`src/rtl/cp0_pkg.sv`:
```
// ============================================================================
// Module      : cp0_pkg
// Description : Shared CP0 constants: register numbers, field positions,
//               exception codes and handler address.
// Revision    : 1.0
// ============================================================================
`default_nettype none

package cp0_pkg;

  // CP0 register numbers
  localparam logic [4:0] c_reg_sr    = 5'd12;
  localparam logic [4:0] c_reg_cause = 5'd13;
  localparam logic [4:0] c_reg_epc   = 5'd14;
  localparam logic [4:0] c_reg_prid  = 5'd15;

  // Field bit positions
  localparam int c_ie_bit  = 0;
  localparam int c_exl_bit = 1;
  localparam int c_im_lo   = 10;
  localparam int c_ip_lo   = 10;
  localparam int c_exc_lo  = 2;
  localparam int c_bd_bit  = 31;

  // ExcCode values
  localparam logic [4:0] c_exc_int  = 5'd0;
  localparam logic [4:0] c_exc_adel = 5'd4;
  localparam logic [4:0] c_exc_ades = 5'd5;
  localparam logic [4:0] c_exc_ri   = 5'd10;
  localparam logic [4:0] c_exc_ov   = 5'd12;

  // Exception/interrupt entry point
  localparam logic [31:0] c_handler_addr = 32'h0000_4180;

endpackage

`default_nettype wire

```
`src/rtl/cp0_sync2.sv`:
```
// ============================================================================
// Module      : cp0_sync2
// Description : Parameterised-width two-flop synchroniser, async active-low reset.
// Revision    : 1.0
// ============================================================================
`default_nettype none

module cp0_sync2 #(
  parameter int WIDTH = 1
) (
  input  logic             clk,
  input  logic             rst_n,
  input  logic [WIDTH-1:0] d,
  output logic [WIDTH-1:0] q
);

  logic [WIDTH-1:0] r_s1;
  logic [WIDTH-1:0] r_s2;

  always_ff @(posedge clk or negedge rst_n) begin
    if (!rst_n) begin
      r_s1 <= '0;
      r_s2 <= '0;
    end else begin
      r_s1 <= d;
      r_s2 <= r_s1;
    end
  end

  assign q = r_s2;

endmodule

`default_nettype wire

```
`src/rtl/cp0.sv`:
```
// ============================================================================
// Module      : cp0
// Description : CP0 register file (SR/Cause/EPC/PRId) and exception/interrupt
//               arbiter for the M stage.
// Revision    : 1.0
// ============================================================================
`default_nettype none

module cp0
  import cp0_pkg::*;
#(
  parameter logic [31:0] PRID = 32'h5038_0001,
  parameter int          IM_W = 6
) (
  input  logic            clk,
  input  logic            rst_n,
  input  logic [4:0]      a1,
  input  logic [4:0]      a2,
  input  logic [31:0]     din,
  input  logic            we,
  input  logic [31:0]     pc,
  input  logic            bd,
  input  logic [4:0]      excode,
  input  logic            exl_clr,
  input  logic [IM_W-1:0] hwint,
  output logic            intreq,
  output logic [31:0]     epc,
  output logic [31:0]     dout
);

  logic [IM_W-1:0] r_im;
  logic            r_exl;
  logic            r_ie;
  logic [IM_W-1:0] r_ip;
  logic            r_bd;
  logic [4:0]      r_exccode;
  logic [31:0]     r_epc;

  logic [IM_W-1:0] w_hwint_sync;
  logic            w_int_req;
  logic            w_exc_req;
  logic [31:0]     w_victim_pc;
  logic [31:0]     w_sr;
  logic [31:0]     w_cause;

  cp0_sync2 #(.WIDTH(IM_W)) u_sync2 (
    .clk   (clk),
    .rst_n (rst_n),
    .d     (hwint),
    .q     (w_hwint_sync)
  );

  assign w_int_req   = r_ie & ~r_exl & (|(r_im & r_ip));
  assign w_exc_req   = (excode != 5'd0) & ~r_exl;
  assign intreq      = w_int_req | w_exc_req;
  assign w_victim_pc = (bd ? (pc - 32'd4) : pc) & 32'hFFFF_FFFC;

  always_ff @(posedge clk or negedge rst_n) begin
    if (!rst_n) begin
      r_im      <= '0;
      r_exl     <= 1'b0;
      r_ie      <= 1'b0;
      r_ip      <= '0;
      r_bd      <= 1'b0;
      r_exccode <= 5'd0;
      r_epc     <= 32'd0;
    end else begin
      // IP is a level view of the synchronised lines, never latched
      r_ip <= w_hwint_sync;
      if (intreq) begin
        r_exl     <= 1'b1;
        r_exccode <= w_int_req ? c_exc_int : excode;
        r_bd      <= bd;
        r_epc     <= w_victim_pc;
      end else begin
        if (we && (a2 == c_reg_sr)) begin
          r_im  <= din[c_im_lo +: IM_W];
          r_ie  <= din[c_ie_bit];
          r_exl <= exl_clr ? 1'b0 : din[c_exl_bit];
        end else if (exl_clr) begin
          r_exl <= 1'b0;
        end
        if (we && (a2 == c_reg_epc)) begin
          r_epc <= {din[31:2], 2'b00};
        end
      end
    end
  end

  always_comb begin
    w_sr                    = 32'd0;
    w_sr[c_im_lo +: IM_W]   = r_im;
    w_sr[c_exl_bit]         = r_exl;
    w_sr[c_ie_bit]          = r_ie;
    w_cause                 = 32'd0;
    w_cause[c_bd_bit]       = r_bd;
    w_cause[c_ip_lo +: IM_W] = r_ip;
    w_cause[c_exc_lo +: 5]  = r_exccode;
  end

  always_comb begin
    dout = 32'd0;
    case (a1)
      c_reg_sr:    dout = w_sr;
      c_reg_cause: dout = w_cause;
      c_reg_epc:   dout = r_epc;
      c_reg_prid:  dout = PRID;
      default:     dout = 32'd0;
    endcase
  end

  assign epc = r_epc;

endmodule

`default_nettype wire

```
`config.mk`:
```
export PLATFORM = sky130hd
export DESIGN_NAME = cp0
export DESIGN_NICKNAME = d
export VERILOG_FILES = /design/src/rtl/cp0_pkg.sv /design/src/rtl/cp0_sync2.sv /design/src/rtl/cp0.sv
export SDC_FILE = /design/constraint.sdc
export NUM_CORES = 1
export LEC_CHECK = 0
export ABC_AREA = 0
export CORE_MARGIN = 2
export CORE_UTILIZATION = 30
export CTS_BUF_LIST = sky130_fd_sc_hd__clkbuf_8 sky130_fd_sc_hd__clkbuf_16
export DETAILED_ROUTE_END_ITERATION = 16
export GPL_ROUTABILITY_DRIVEN = 0
export GPL_TIMING_DRIVEN = 1
export MAX_ROUTING_LAYER = met4
export SLEW_MARGIN = 20
export SYNTH_ARGS = -nofsm -noshare
export SYNTH_HDL_FRONTEND = slang
export SYNTH_SLANG_ARGS = --single-unit
```
`constraint.sdc`:
```
create_clock -name clk -period 1.93 [get_ports clk]
set_input_delay 0.4825 -clock clk [delete_from_list [all_inputs] [get_ports clk]]
set_output_delay 0.4825 -clock clk [all_outputs]
set_load 0.1 [all_outputs]
```
**After elaboration in Yosys (flattened, before gate mapping)**

Index checks and enable logic that the tools add are counted.

- Output and inout port bits: 65
- Bits in registers: 64
- Word-level logic and storage cells: 39

- Equal/unequal tests: 6
- Bitwise logic cells: 7
- Mux-type cells: 9
- Add/sub/neg operators: 1
- Reductions and logical operators: 7

Operators by type and width:

| cell | count |
|---|---|
| $pmux W32 S4 | 1 |
| $mux W32 | 3 |
| $sub A32 B3 Y32 const B | 1 |
| $eq A5 B4 Y1 const B | 6 |
| $and A6 B6 Y6 | 1 |
| $reduce_or A6 Y1 | 1 |
| $mux W5 | 1 |
| $reduce_bool A5 Y1 | 1 |
| $mux W1 | 4 |
| $and A1 B1 Y1 | 3 |
| $reduce_bool A3 Y1 | 1 |
| $logic_and A1 B1 Y1 | 2 |
| $not A1 Y1 | 2 |
| $reduce_and A2 Y1 | 1 |
| $reduce_bool A2 Y1 | 1 |
| $or A1 B1 Y1 | 1 |

**Depth between registers and ports, before layout**

Gate-level depths: netlist (run 1).

- Word-level depth: 6
- Mapped depth: 6

**Modules after synthesis**

A second synthesis (run 1) with hierarchy kept.

- Cells, all modules: 406
- Area total of the unflattened synthesis: 3788.6 um^2

Modules (own cells, without submodules):

| module | sequential area each (um^2) | area each (um^2) | cells an instance | instances |
|---|---|---|---|---|
| cp0 | 1251.2 | 3488.3 | 394 | 1 |
| cp0_sync2 | 300.3 | 300.3 | 12 | 1 |

**Worst setup path before layout (run 1)**

OpenSTA, ideal clock, no wires.

- Path kind: in2out
- Start: input port a1[1]
- End: output port dout[2]
- Stages: 5
- Path slack: -1.154 ns
- Arrival: 2.602 ns
- Path buffers: 2
- Path through: clkbuf_1 nor2b_1 clkbuf_1 a22oi_1 nor2_1

- Cells in the longest elaborated chain, start to end: 2
- Elaborated cells on any way between the ends: 5
- Those cells by class: eq/ne: 4; mux: 1

RTL lines:

| what | RTL line | RTL |
|---|---|---|
| start: declaration | cp0.sv:17 | `input logic [4:0] a1,` |
| $eq A5 B4 Y1 | cp0.sv:103 | `case (a1)` |
| $pmux W32 S4 (*) | cp0.sv:103 |  |
| end: declaration | cp0.sv:28 | `output logic [31:0] dout` |

Mark *: on every way between the ends. The rest lies on a longest branch, timed or not.

**Worst setup path after layout (run 1)**

- Start: register r_im[5]
- End: output port intreq

- Cells in the longest elaborated chain, start to end: 4

RTL lines:

| what | RTL line | RTL |
|---|---|---|
| start: declaration | cp0.sv:31 | `logic [IM_W-1:0] r_im;` |
| start signal: assignment | cp0.sv:77 | `r_im <= din[c_im_lo +: IM_W];` |
| $and A6 B6 Y6 | cp0.sv:53 | `assign w_int_req = r_ie & ~r_exl & (\|(r_im & r_ip));` |
| $reduce_or A6 Y1 | cp0.sv:53 |  |
| $and A1 B1 Y1 | cp0.sv:53 |  |
| $or A1 B1 Y1 | cp0.sv:55 | `assign intreq = w_int_req \| w_exc_req;` |
| end: declaration | cp0.sv:26 | `output logic intreq,` |

Every way passes these cells.

==> key figures, run 1 <==
Run status
  • Outcome: finished with violations
  • Failing checks: setup timing

Clock network
  • Clock transition at the registers of the reported paths: around 0.06 ns
  • CTS tree: done
  • Clk_lat worst skew: 0.33 ns
  • Cts bufs inserted: 9
  • CTS Hold Bufs: 0
  • Clock sink count: 62
  • Root Driver: clkbuf_16
  • Max clock buf depth: 2
  • H-tree depth: 3

Logic synthesis
  • YS warnings: 0
  • Seq/Total Area, Yosys: 0.442
  • EDFF count, synth: 0
  • Mapped Area: about 3500 sq um
  • Top FF cell, synth: dfrtp_1
  • Synth cell types: 44
  • Top post-synthesis cells by count: dfrtp_1 (62), nor2_1 (58), a21oi_1 (27)
  • Mapped Cells: roughly 360
  • Yosys reg bits: 62
  • Main area contributors after synthesis: dfrtp_1 (44%), mux2_2 (7.7%), xnor2_1 (6.5%), nor2_1 (6.2%), mux2i_1 (4.6%)
  • Syn avg cell area: just under 10 sq um
  • Post-synth ARST share: 1.00
  • Cell accounting for the most synthesized area: dfrtp_1
  • Count leader, synth: dfrtp_1
  • Post-synth top area share: 0.442

Die
  • Core area: around 11000 sq um
  • Die ar.: about 13000 sq um
  • I/O Pins: roughly 160
  • FP Rows: 39
  • Die W: 112 um
  • Initial core utilization: 0.308
  • Chip Height: between 100 and 150 um

Setup path
  • Worst r2r path cells: 8
  • Worst Path Class, Setup: reg2out
  • Arrival @ worst endpoint: 1.67 ns
  • Worst reg2reg setup slack: -0.18 ns
  • Largest stage delay on the critical path: about 0.41 ns
  • Max Fanout on Critical Path: 3
  • Slowest cell on crit path: dfrtp_1
  • Crit path launch type: flop
  • Worst setup EP type: output pin
  • Critical Path RT: between 1 and 1.5 ns
  • Worst path cell trace: a22o_1 > o31ai_4 > a31oi_4 > buf_12

Power
  • Final Power: a little over 10 mW
  • PwrDens: 1380 nW/um^2
  • Maximum vdd drop: about 0.0011 V
  • P_leak: between 3 and 4 nW

Drt
  • Drt drc: 0
  • Drt wl/cell: around 18 um
  • Final wirelength: 13100 um
  • Antenna violation net count after detailed routing: 0
  • Starting DRC count in detailed routing: ~130
  • Mean number of vias per cell: between 4 and 5
  • Via count: 3626
  • TritonRoute pass-1 iters: 4

Layout
  • Fin util: 0.652
  • Final Cell Area: 7450 sq um
  • Layout cells sized above 1: 0.522
  • Finished Layout Cells: between 700 and 800
  • Fill count: a little over 900
  • Nets: 690
  • Synthesis-to-layout area growth: 112%

Place
  • Detail Placement HPWL: 9200 um
  • Dpl cell area: approximately 6600 sq um
  • Port bufs: 150
  • Placed insts: slightly above 700

Min path
  • HP Class: in2async

Timing
  • Fmax: approximately 0.46 GHz
  • Hold Fails Final Rpt: 0
  • Worst-case clock skew: 0.00634 ns
  • RSZ-0062 raised after global routing: yes
  • Post-route setup slack: -0.226 ns
  • Min Tclk post-route: 2.16 ns
  • Endpoints failing setup: just under 70
  • Final Max Tran Viols: 0
  • Fin crit share: 1.12
  • Hold_ws: 0.158 ns

GRT
  • Vias in the first global route: around 3800
  • Initial antenna violation count: 1
  • First-pass GRT wire length: 20200 um
  • Largest net degree at the start of global routing: between 60 and 70
  • GRT overflow: 0
  • Gr usage total: 0.210

Run
  • Max-cap violations: 0
-- what timing repair did --
action                                 4_1_cts  5_1_grt
gates resized for setup                     90       46
setup endpoints to repair                   60       76
pin swaps                                   23       13
buffers inserted                            20        5
endpoints found under the hold margin        0        0
gates cloned                                 2        2
-- path summary, 6_finish.rpt --
kind | start | to
max | r_im[5]$_DFFE_PN0P_ | intreq
min | rst_n | u_sync2.r_s1[1]$_DFF_PN0_
max reg2reg | r_im[5]$_DFFE_PN0P_ | r_im[3]$_DFFE_PN0P_
min reg2reg | u_sync2.q[2]$_DFF_PN0_ | r_ip[2]$_DFF_PN0_
max in group asynchronous | rst_n | epc[6]$_DFFE_PN0P_
min in group clk | u_sync2.q[2]$_DFF_PN0_ | r_ip[2]$_DFF_PN0_
-- through the flow --
stage | setup WS, ns | TNS, ns
2_1_floorplan | -0.191 | -5.69
3_3_place_gp | -0.569 | -28.08
3_5_place_dp | -0.639 | -29.83
4_1_cts | -0.231 | -5.46
5_1_grt | -0.255 | -8.97
6_report | -0.226 | -6.61
-- metal layers --
metal	vias up	part of all wire	routed length, um	GRT usage
met3	16	0.032	421	0.0302
met4	0	0.019	255	0.0707
met5	-	0	0	-
li1	1736	-	-	-
met2	97	0.51	6720	0.350
met1	1777	0.44	5730	0.264
-- cell usage in the layout, fill, tap and decap left out, types with 3 or more instances in the layout --
cell,instances
clkdlybuf4s50_1,68
mux2_1,5
inv_6,3
nor2_4,20
dfrtp_2,12
dlygate4sd2_1,9
inv_1,7
nor4_2,5
xnor2_1,26
buf_4,73
mux2_2,23
nor2b_4,3
nor3_1,9
o21ai_0,5
nor2_1,25
dfrtp_1,50
o21ai_2,3
and2_4,13
a22o_1,3
o21ai_1,6
buf_6,13
a21oi_1,21
clkbuf_16,11
mux2i_1,14
nor4_4,5
nor2_2,14
nand3b_1,3
a22oi_2,6
a21oi_2,4
buf_2,4
buf_12,71
nand2_1,15
nand3_1,7
-- where the power goes --
group / total [mW] / internal (mW) / leakage, nW / switching, mW
registers: 2.34 / 1.77 / 0.716 / 0.569
clock network: 1.68 / 1.02 / 0.149 / 0.655
logic: 6.26 / 2.48 / 2.25 / 3.78
-- logic make-up after synthesis --
group           share of synthesized area
compound gates                     0.0941
buf+inv                            0.0289
xor+xnor                           0.0698
flops                               0.442
fa+ha+maj                         0.00356
simple gates                        0.222
mux                                 0.139
other cells                       0.00107
-- final cells by class --
class	count	area, sq um	area share
repair buffers	246	3050	0.409
multi-input cells	272	2310	0.310
flip-flops and latches	62	1570	0.210
clock buffers	9	225	0.0302
well taps	143	179	0.0240
clock inverters	7	80.1	0.0108
inverters	8	37.5	0.00504
diodes	1	2.50	0.000336
-- critical path, delay by kind of cell, from the launching register on --
family                 cells  cell delay (ns)
AOI/OAI and AO/OA          3             0.74
buffers and inverters      1             0.20
DFF                        1             0.41
-- registers in the layout, summed over array words and instances (netlist names), 5 cells and up --
signal	count
r_exccode	5
r_ip	6
r_im	6
u_sync2.q	6
epc	30
u_sync2.r_s1	6
Power figures use the tool's default switching activity.
==> run 2: changes to the inputs <==
--- a/config.mk
+++ b/config.mk
@@ -13,7 +13,8 @@
 export GPL_ROUTABILITY_DRIVEN = 0
 export GPL_TIMING_DRIVEN = 1
 export MAX_ROUTING_LAYER = met4
-export SLEW_MARGIN = 20
+export PLACE_DENSITY = 0.67
+export SLEW_MARGIN = 15
 export SYNTH_ARGS = -nofsm -noshare
 export SYNTH_HDL_FRONTEND = slang
 export SYNTH_SLANG_ARGS = --single-unit
==> key figures, run 2 (synthesis results as in run 1) <==
Layout
  • Most common cell after layout, fill and taps aside: buf_12
  • Nets: a little under 700
  • Synthesis-to-layout area growth: 112%
  • Ant. Diodes: 0
  • Layout cells sized above 1: 0.524
  • Finished Layout Cells: ~740
  • Fill count: between 800 and 900
  • Max reg flops: 30
  • Final Cell Area: 7450 sq um
  • Commonest non-fill, non-tap cells in the layout: buf_12 (73), buf_4 (72), clkdlybuf4s50_1 (60)

Timing
  • Hold Fails Final Rpt: 0
  • Post-route setup slack: -0.219 ns
  • Hold_ws: 0.0466 ns
  • Fin crit share: 1.11
  • Min Tclk post-route: 2.15 ns
  • Endpoints failing setup: 32
  • Final Max Tran Viols: 0
  • RSZ-0062 raised after global routing: yes
  • Worst-case clock skew: approximately 0.0075 ns
  • Fmax: 0.465 GHz
  • Setup TNS: -3.57 ns

Power
  • Net Switching: roughly 4.9 mW
  • Sequential Power Share: 0.238
  • P_leak: 3.18 nW
  • Maximum vdd drop: 0.00165 V
  • Sw Ratio: 0.494
  • Comb pwr share: 0.609
  • PwrDens: 1320 nW/um^2
  • P_int: 4.97 mW
  • Clk pwr share: 0.153

GRT
  • Global Route met2 Usage: 0.355
  • First-pass GRT wire length: around 20000 um
  • Initial antenna violation count: 0
  • Vias in the first global route: roughly 4000
  • Largest net degree at the start of global routing: 39
  • Gr usage total: 0.206
  • M3 GR Usage: 0.0383
  • GR peak layer: met2
  • Met1 Use GR: 0.248
  • GRT overflow: 0

Place
  • Dpl cell area: around 6600 sq um
  • Detail Placement HPWL: ~9500 um
  • Port bufs: 150
  • Placed insts: 708

Clock network
  • Clock transition at the registers of the reported paths: 0.06 ns
  • Clk_lat worst skew: about 0.32 ns
  • Cts bufs inserted: 9
  • Root Driver: clkbuf_16
  • CTS Hold Bufs: 0
  • Max clock buf depth: 2
  • CTS tree: done
  • Clock sink count: 62
  • H-tree depth: 3

Setup path
  • Crit path launch type: flop
  • Max Fanout on Critical Path: 2
  • Critical Path RT: roughly 1.5 ns
  • Worst Path Class, Setup: reg2out
  • Worst setup EP type: output pin
  • Arrival @ worst endpoint: roughly 1.7 ns

Die
  • Core area: roughly 11000 sq um
  • Die W: ~110 um
  • FP Rows: 39
  • Chip Height: 112 um
  • Die ar.: 12600 sq um
  • Initial core utilization: 0.308
  • I/O Pins: roughly 160

Drt
  • Final wirelength: 13000 um
  • Antenna violation net count after detailed routing: 0
  • Drt drc: 0
  • Starting DRC count in detailed routing: a little under 90
  • Drt wl/cell: between 15 and 20 um
  • TritonRoute pass-1 iters: 4
  • Via count: ~3600
  • Mean number of vias per cell: around 4.9

Run status
  • Failing checks: setup timing
  • Outcome: finished with violations

Min path
  • HP Class: in2async

Run
  • Max-cap violations: 0
[run 2: cell type report]
| cell class | instances | area (sq um) | share of cell area |
|---|---|---|---|
| repair buffers | 243 | 3030 | 0.406 |
| clock inverters | 7 | 56.3 | 0.00756 |
| clock buffers | 9 | 225 | 0.0302 |
| inverters | 8 | 35.0 | 0.00470 |
| multi-input cells | 272 | 2360 | 0.317 |
| flip-flops and latches | 62 | 1570 | 0.210 |
| well taps | 143 | 179 | 0.0240 |
[run 2: worst max-delay path, cell delays in order (launching register included)]
cell     delay (ns)
dfrtp_1        0.39
a22o_1         0.28
o31ai_4        0.31
a31oi_4        0.16
buf_12         0.20
[run 2: per-stage QoR]
stage / total power, mW / setup WS [ns] / utilization
final: 9.83 / -0.219 / 0.653
after global routing: 10.2 / -0.271 / 0.653
after detailed placement: 7.98 / -0.624 / 0.580
after floorplan: 5.70 / -0.191 / -
after global placement: 7.92 / -0.565 / 0.580
after CTS: 9.64 / -0.251 / 0.632
[run 2: path summary, 6_finish.rpt]
kind / to / slack (ns) / cells after the start / startpoint
worst max register to register: r_im[0]$_DFFE_PN0P_ / -0.21 / 8 / r_ip[4]$_DFF_PN0_
min in group clk: u_sync2.q[1]$_DFF_PN0_ / 0.35 / 0 / u_sync2.r_s1[1]$_DFF_PN0_
max in group asynchronous: epc[31]$_DFFE_PN0P_ / 1.38 / 2 / rst_n
worst min register to register: u_sync2.q[1]$_DFF_PN0_ / 0.35 / 0 / u_sync2.r_s1[1]$_DFF_PN0_
worst max-delay path: intreq / -0.22 / 4 / r_ip[4]$_DFF_PN0_
worst min-delay path: u_sync2.r_s1[1]$_DFF_PN0_ / 0.05 / 1 / rst_n
[run 2: power groups by stage]
| stage | logic (mW) | clock network [mW] | registers [mW] |
|---|---|---|---|
| final | 5.99 | 1.50 | 2.34 |
| after CTS | 5.75 | 1.54 | 2.34 |
| after global placement | 5.59 | 0 | 2.32 |
| after floorplan | 1.39 | 0 | 4.31 |
| after detailed placement | 5.64 | 0 | 2.34 |
| after global routing | 6.22 | 1.61 | 2.39 |
[run 2: routing by layer]
layer	up-vias	routed length, um
met5	-	0
met4	0	280
met3	21	580
met2	109	6730
met1	1755	5430
li1	1740	-
[run 2: repair_timing]
item | in CTS | in global routing
pin swaps | 24 | 23
buffers inserted | 13 | 4
gates resized for setup | 92 | 53
cloned | 2 | 3
setup endpoints to repair | 57 | 65
